## src/rtl/load_store_unit.sv

```systemverilog
// RV32I load/store unit: turns byte/half/word requests into whole-word memory accesses,
// with sign/zero extension, misalignment faults and read-modify-write for sub-word stores.
module load_store_unit #(
  parameter int unsigned MEM_RD_LAT = 1
) (
  input  logic        clk,
  input  logic        rst,
  input  logic        req_valid,
  output logic        req_ready,
  input  logic        req_we,
  input  logic [2:0]  req_funct3,
  input  logic [31:0] req_addr,
  input  logic [31:0] req_wdata,
  output logic        resp_valid,
  output logic [31:0] resp_rdata,
  output logic        resp_fault,
  output logic        mem_we,
  output logic [31:0] mem_addr,
  output logic [31:0] mem_write_data,
  input  logic [31:0] mem_read_data
);

  typedef enum logic [1:0] {StIdle, StRdWait, StWr, StResp} state_e;

  state_e      state_q;
  logic        we_q;
  logic [2:0]  f3_q;
  logic [1:0]  off_q;
  logic [15:0] wdata_q;
  logic [2:0]  cnt_q;

  logic        req_fault;
  logic        req_illegal;
  logic        req_misaligned;
  logic [7:0]  rd_byte;
  logic [15:0] rd_half;
  logic [31:0] load_data;
  logic [31:0] merge_data;

  assign req_ready = (state_q == StIdle);

  // Stores only allow 000/001/010; loads reject 011, 110 and 111.
  always_comb begin
    req_illegal    = req_we ? (req_funct3 > 3'd2)
                            : ((req_funct3[1:0] == 2'b11) || (req_funct3 == 3'b110));
    req_misaligned = ((req_funct3[1:0] == 2'b01) && req_addr[0]) ||
                     ((req_funct3[1:0] == 2'b10) && (req_addr[1:0] != 2'b00));
    req_fault      = req_illegal || req_misaligned;
  end

  always_comb begin
    rd_byte    = mem_read_data[{off_q, 3'b000} +: 8];
    rd_half    = mem_read_data[{off_q[1], 4'b0000} +: 16];
    load_data  = mem_read_data;
    merge_data = mem_read_data;
    unique case (f3_q[1:0])
      2'b00:   load_data = f3_q[2] ? {24'b0, rd_byte} : {{24{rd_byte[7]}}, rd_byte};
      2'b01:   load_data = f3_q[2] ? {16'b0, rd_half} : {{16{rd_half[15]}}, rd_half};
      default: load_data = mem_read_data;
    endcase
    if (f3_q[1:0] == 2'b00) begin
      merge_data[{off_q, 3'b000} +: 8] = wdata_q[7:0];
    end else begin
      merge_data[{off_q[1], 4'b0000} +: 16] = wdata_q;
    end
  end

  always_ff @(posedge clk or negedge rst) begin
    if (!rst) begin
      state_q        <= StIdle;
      we_q           <= 1'b0;
      f3_q           <= '0;
      off_q          <= '0;
      wdata_q        <= '0;
      cnt_q          <= '0;
      resp_valid     <= 1'b0;
      resp_rdata     <= '0;
      resp_fault     <= 1'b0;
      mem_we         <= 1'b0;
      mem_addr       <= '0;
      mem_write_data <= '0;
    end else begin
      resp_valid     <= 1'b0;
      mem_we         <= 1'b0;
      mem_write_data <= '0;
      unique case (state_q)
        StIdle: begin
          if (req_valid) begin
            we_q     <= req_we;
            f3_q     <= req_funct3;
            off_q    <= req_addr[1:0];
            wdata_q  <= req_wdata[15:0];
            cnt_q    <= '0;
            mem_addr <= {req_addr[31:2], 2'b00};
            if (req_fault) begin
              state_q    <= StResp;
              resp_valid <= 1'b1;
              resp_fault <= 1'b1;
              resp_rdata <= '0;
            end else if (req_we && (req_funct3[1:0] == 2'b10)) begin
              state_q        <= StWr;
              mem_we         <= 1'b1;
              mem_write_data <= req_wdata;
            end else begin
              state_q <= StRdWait;
            end
          end
        end
        StRdWait: begin
          // The word is valid MEM_RD_LAT cycles after the registered address settles.
          if (cnt_q == 3'(MEM_RD_LAT)) begin
            if (we_q) begin
              state_q        <= StWr;
              mem_we         <= 1'b1;
              mem_write_data <= merge_data;
            end else begin
              state_q    <= StResp;
              resp_valid <= 1'b1;
              resp_fault <= 1'b0;
              resp_rdata <= load_data;
            end
          end else begin
            cnt_q <= cnt_q + 3'd1;
          end
        end
        StWr: begin
          state_q    <= StResp;
          resp_valid <= 1'b1;
          resp_fault <= 1'b0;
          resp_rdata <= '0;
        end
        StResp: begin
          state_q <= StIdle;
        end
        default: begin
          state_q <= StIdle;
        end
      endcase
    end
  end

endmodule

```

## config.mk

```make
export PLATFORM = sky130hd
export DESIGN_NAME = load_store_unit
export DESIGN_NICKNAME = d
export VERILOG_FILES = /design/src/rtl/load_store_unit.sv
export SDC_FILE = /design/constraint.sdc
export NUM_CORES = 1
export LEC_CHECK = 0
export CAP_MARGIN = 10
export CORE_MARGIN = 8
export CORE_UTILIZATION = 50
export CTS_CLUSTER_DIAMETER = 60
export CTS_CLUSTER_SIZE = 20
export DETAILED_ROUTE_END_ITERATION = 10
export GPL_ROUTABILITY_DRIVEN = 0
export PLACE_DENSITY = 0.83
export SETUP_SLACK_MARGIN = 0.1
export SYNTH_ARGS = -nofsm -noshare
export SYNTH_HDL_FRONTEND = slang
export SYNTH_SLANG_ARGS = --single-unit
```

## constraint.sdc

```tcl
create_clock -name clk -period 4.3 [get_ports clk]
set_clock_uncertainty 0.05 [all_clocks]
set_input_delay 0.86 -clock clk [delete_from_list [all_inputs] [get_ports clk]]
set_output_delay 0.86 -clock clk [all_outputs]
set_load 0.03 [all_outputs]
```

==> metrics.md, run 1 <==
| Metric | Value |
|---|---|
| Outcome | complete, no violations |
| Buffers on Ports | 200 |
| Final #Nets | 910 |
| # IOs | 203 |
| TritonCTS sink count | 124 |
| Crit-path max FO | 12 |
| Worst vdd ir | 480 µV |
| Ranking of synthesized cells by area | dfrtp_1 50%, nand2_1 9.4%, o2bb2ai_1 5.4% |
| Finished Cell Area | 8820 µm² |
| Post-synthesis sequential area ratio | 0.499 |
| Final min period | 3010 ps |
| Starting density of the core | 0.515 |
| Data required, critical path | 3390 ps |
| Die W | 128 µm |
| Detailed-route wire length per cell | 21.8 µm |
| Arrival time of the worst setup path | 2100 ps |
| Largest area contributor in the netlist | dfrtp_1 |
| Mux contribution to synthesized area | 0.0739 |
| Vias/cell | 6.02 |
| Post-cts hold buffer count | 0 |
| Final hold vios | 0 |
| Met1 Use GR | 0.317 |
| Layout cells sized above 1 | 0.0903 |
| Setup TNS Final | 0 ps |
| Post-synthesis area per instance | 10.1 µm² |
| Simple-gate share of the synthesized area | 0.148 |
| Drt pass-1 iters | 5 |
| Drt first-iter violations | 629 |
| Residual DRC | 0 |
| Fin crit share | 0.701 |
| Antenna violations before repair | 0 |
| Mapped Cells | 614 |
| Core area | 12100 µm² |
| RSZ-0062 raised after global routing | false |
| Final count of negative-setup-slack endpoints | 0 |
| Wirelength, routed | 21300 µm |
| Area grow syn2layout | 41.9% |
| First-pass GRT wire length | 33000 µm |
| Most frequent cells after synthesis | 156 x nand2_1, 124 x dfrtp_1, 38 x o2bb2ai_1, 31 x nor2_1, 30 x o22ai_1 |
| Overall power | 0.00631 W |
| DP HPWL | 15300 µm |
| Worst min path class | reg2reg |
| Slew @ Worst Pin | 1040 ps |
| Die area | 16300 µm² |
| Overflow after GRT | 0 |
| Synth Area in Compound Gates | 0.215 |
| Beginning of the worst hold path | mem_addr[3]$_DFFE_PN0P_ |
| Core Rows | 40 |
| Met3 Use GR | 0.108 |
| CP peak stage delay | 760 ps |
| Yosys warning total | 0 |
| Clk_lat worst skew | 410 ps |
| Max Cap Violations | 0 |
| CTS Buffer Depth | 2 |
| Die H | 128 µm |
| Slew margin rel. | 0.309 |
| Worst-path clk slew | 50 ps |
| Num CTS Buffers | 17 |
| Total number of vias | 5877 |
| Top-area cell type share of the netlist area | 0.499 |
| CTS root buf | clkbuf_16 |
| Post-Syn Area | 6220 µm² |
| Final core occ | 0.732 |
| Fin Hold WS | 424 ps |
| Reg2reg setup slack | 1470 ps |
| Leak pwr | 3.84 nW |
| Vias in the first global route | 5977 |
| EDFF count, synth | 0 |
| XOR/XNOR Fraction of Synth Area | 0 |
| Post-CTS setup buffer count | 0 |
| Flops & latches, synth | 124 |
| Number of distinct library cells after synthesis | 52 |
| CTS tree | done |
| Primary FF master, synth | dfrtp_1 |
| CP endpoint kind | output port |
| CTS resizes | 0 |
| Worst Path Class, Setup | reg2out |
| Reg2Reg Launch Point | off_q[0]$_DFFE_PN0P_ |
| Hold-critical path depth | 2 |
| Ys async rst share | 1.00 |
| GRT Total Usage | 0.262 |
| CP startpoint kind | flip-flop |
| Worst r2r path cells | 6 |
| F_max | 332 MHz |
| Combinational family with the most area after synthesis | compound AO/OA/AOI/OAI gates |
| Hold Path End | mem_addr[3]$_DFFE_PN0P_ |
| Pin count of the biggest net entering global routing | 66 |
| CTS H-tree lvls | 4 |
| Synth Area in Adders | 0.0221 |
| Met2 usage | 0.396 |
| Max Slew Vio Count | 0 |
| Reg-to-Reg End | mem_write_data[17]$_DFF_PN0_ |
| Final ANT Viol Nets | 0 |
| CP Cell Sequence | inv_1, ha_1, clkdlybuf4s50_1 |
| Worst path slowest cell | clkdlybuf4s50_1 |
| Gr busiest metal | met2 |
| DP Area | 8270 µm² |
| ANT cells | 0 |
| Count leader, synth | nand2_1 |
| P per Cell Area | 714 nW/µm² |
==> worst max path at each step <==
stage	slack [ps]	cells past startpoint	to	start
finish	1290	3	req_ready	state_q[0]$_DFFE_PN0P_
global route	1200	3	req_ready	state_q[1]$_DFFE_PN0P_
CTS	1260	3	req_ready	state_q[0]$_DFFE_PN0P_
detailed placement	1150	5	resp_rdata[6]$_DFFE_PN0P_	req_funct3[0]
global placement	1190	5	resp_rdata[6]$_DFFE_PN0P_	req_funct3[0]
floorplan	2130	5	resp_rdata[15]$_DFFE_PN0P_	req_funct3[2]
==> area by class of cell <==
type	count	area (µm²)
clock buffers	22	464
clock inverters	9	95.1
fillers	846	3240
inverters	11	41.3
multi-input cells	437	2860
flip-flops and latches	124	3100
well taps	168	210
repair buffers	205	2050
==> power by group <==
part	switching [W]	internal, W
Combinational	0.00186	0.00122
Sequential	0.000340	0.00152
Clock	0.000487	0.000871
==> registers in the layout, indices dropped and copies added (netlist names) <==
| name | flops |
|---|---|
| cnt_q | 3 |
| state_q | 2 |
| mem_addr | 30 |
| off_q | 2 |
| mem_we | 1 |
| resp_rdata | 32 |
| mem_write_data | 32 |
| resp_fault | 1 |
| resp_valid | 1 |
| we_q | 1 |
| wdata_q | 16 |
| f3_q | 3 |
==> cells in the final DEF (no fill, tap or decap), types with 10 or more instances in the layout <==
cell             instances
clkdlybuf4s50_1        199
mux2_2                  16
o2bb2ai_1               38
inv_1                   10
a22oi_1                 17
dfrtp_1                124
clkbuf_16               17
nand2_1                155
ha_1                    11
a221oi_1                18
mux2i_1                 11
a21oi_1                 12
o22ai_1                 30
o21ai_0                 27
nor2_1                  31
==> metal layers <==
metal | share of wire | vias up
met3 | 0.13 | 79
li1 | - | 2576
met4 | 0.045 | 0
met5 | 0 | -
met1 | 0.38 | 2821
met2 | 0.45 | 401
==> worst max-delay path, delay by kind of cell (launching register included) <==
family                   cells  cell delay, ps
buffers and inverters        2             870
adder cells (fa/ha/maj)      1             420
flip-flops                   1             400
==> per-stage QoR <==
step           setup slack [ps]  instances
2_1_floorplan              2130        615
3_3_place_gp               1190        945
3_5_place_dp               1150        945
4_1_cts                    1260        976
5_1_grt                    1200        976
6_report                   1290        976
==> cells by family after synthesis <==
kind of cell	count (synthesis)
AO/OA/AOI/OAI	174
adder cells (fa/ha/maj)	11
buffers and inverters	54
flip-flops	124
multiplexers	35
other	1
AND/OR/NAND/NOR	215
No activity file was read; power rests on OpenSTA's default activity.
==> inputs of run 2 (changes only) <==
Settings changed: CORE_UTILIZATION 50 to 47, PLACE_DENSITY 0.83 to 0.78.
Clock period 4.3 ns to 2.9 ns, I/O delays scaled along.
==> metrics.md, run 2 (synthesis gave the netlist of run 1 again) <==
| Metric | Value |
|---|---|
| Outcome | complete, no violations |
| Final core occ | 0.688 |
| DP HPWL | 15800 µm |
| CTS H-tree lvls | 4 |
| Drt pass-1 iters | 5 |
| Total number of vias | 5875 |
| Final min period | 2720 ps |
| Final hold vios | 0 |
| P_sw | 0.00400 W |
| RSZ-0062 raised after global routing | false |
| Overflow after GRT | 0 |
| Core Rows | 42 |
| CTS resizes | 0 |
| Clock network fraction of total power | 0.213 |
| Fin crit share | 0.937 |
| Starting density of the core | 0.475 |
| FILL cells | 987 |
| Data required, critical path | 2270 ps |
| Slew margin rel. | 0.580 |
| Layout cells sized above 1 | 0.112 |
| Worst path bufs/invs | 2 |
| CP delay by family, top | buffers and inverters |
| Setup TNS Final | 0 ps |
| Final count of negative-setup-slack endpoints | 0 |
| Switching share of power | 0.423 |
| CP startpoint kind | flip-flop |
| Worst vdd ir | 668 µV |
| Num CTS Buffers | 17 |
| Worst path slowest cell | clkdlybuf4s50_1 |
| Vias in the first global route | 6015 |
| Worst min path class | in2async |
| Residual DRC | 0 |
| Wirelength, routed | 21200 µm |
| Worst-path clk slew | 50 ps |
| Final ANT Viol Nets | 0 |
| Crit-path max FO | 12 |
| CP peak stage delay | 750 ps |
| Worst Path Class, Setup | reg2out |
| Drt first-iter violations | 633 |
| Final #Nets | 931 |
| Final std cells w/o fill | 1003 |
| Clk_lat worst skew | 420 ps |
| P per Cell Area | 1050 nW/µm² |
| Die W | 131 µm |
| Most frequent cells in the layout | 199 x clkdlybuf4s50_1, 156 x nand2_1, 124 x dfrtp_1, 38 x o2bb2ai_1, 31 x nor2_1 |
| Detailed-route wire length per cell | 21.1 µm |
| Buffers on Ports | 200 |
| Antenna violations before repair | 0 |
| Max Cap Violations | 0 |
| Die area | 17200 µm² |
| First-pass GRT wire length | 32100 µm |
| Max Slew Vio Count | 0 |
| CTS Buffer Depth | 2 |
| CP endpoint kind | output port |
| Post-cts hold buffer count | 0 |
| Sequential power share | 0.285 |
| Slew @ Worst Pin | 630 ps |
| Combinational share of power | 0.502 |
| Arrival time of the worst setup path | 2090 ps |
| CP Cell Sequence | inv_1, ha_1, clkdlybuf4s50_1 |
| Core area | 13100 µm² |
| ANT cells | 0 |
| Pin count of the biggest net entering global routing | 55 |
| Vias/cell | 5.86 |
| Biggest regs | mem_write_data (32), resp_rdata (32), mem_addr (30) |
| Area grow syn2layout | 44.7% |
| GRT Total Usage | 0.248 |
| TritonCTS sink count | 124 |
| CTS tree | done |
| # IOs | 203 |
| Leak pwr | 3.94 nW |
| Dpl cells | 974 |
| Post-CTS setup buffer count | 0 |
| F_max | 368 MHz |
| Die H | 131 µm |
| Commonest non-fill, non-tap cell in the layout | clkdlybuf4s50_1 |
| Int Power | 0.00545 W |
| CTS root buf | clkbuf_16 |
==> run 2: stage by stage <==
stage	power (W)	hold WS (ps)	setup slack, ps	instance area (µm²)
finish	0.00945	123	182	9000
global route	0.00996	151	106	9000
CTS	0.00944	129	158	9000
detailed placement	0.00739	412	234	8440
global placement	0.00724	407	300	8440
floorplan	0.00579	234	746	6220
==> run 2: cell type report <==
class,count,area [µm²],area share
clock buffers,20,457,0.0508
well taps,176,220,0.0245
inverters,11,41.3,0.00459
repair buffers,226,2220,0.247
multi-input cells,437,2860,0.318
flip-flops and latches,124,3100,0.345
clock inverters,9,97.6,0.0108
==> run 2: final timing paths <==
| path | from | endpoint | slack, ps | cells after the start |
|---|---|---|---|---|
| min in group clk | mem_addr[11]$_DFFE_PN0P_ | mem_addr[11]$_DFFE_PN0P_ | 420 | 2 |
| worst max register to register | state_q[1]$_DFFE_PN0P_ | resp_rdata[5]$_DFFE_PN0P_ | 390 | 6 |
| max in group asynchronous | rst | mem_addr[8]$_DFFE_PN0P_ | 1880 | 2 |
| worst min-delay path | rst | resp_rdata[26]$_DFFE_PN0P_ | 120 | 1 |
| worst min register to register | mem_addr[11]$_DFFE_PN0P_ | mem_addr[11]$_DFFE_PN0P_ | 420 | 2 |
| worst max-delay path | state_q[1]$_DFFE_PN0P_ | req_ready | 180 | 3 |
==> run 2: worst register-to-register path, stage by stage (launching register included) <==
cell and delay [ps]:
dfrtp_1 400, inv_1 110, ha_1 410, nor2b_1 550, a21oi_2 120, nand3_2 360, mux2_2 400
==> run 2: power groups by stage <==
stage / Combinational (W) / Clock, W / Sequential, W
detailed placement: 0.00469 / 0 / 0.00270
global placement: 0.00456 / 0 / 0.00268
floorplan: 0.00254 / 0 / 0.00325
finish: 0.00474 / 0.00201 / 0.00269
CTS: 0.00471 / 0.00205 / 0.00268
global route: 0.00508 / 0.00213 / 0.00275
==> run 2: routing by layer <==
metal / up-vias / GRT usage / share of wire
met4: 0 / 0.105 / 0.034
met3: 71 / 0.0950 / 0.12
met5: - / 0 / 0
met1: 2793 / 0.307 / 0.39
li1: 2627 / - / -
met2: 384 / 0.381 / 0.45
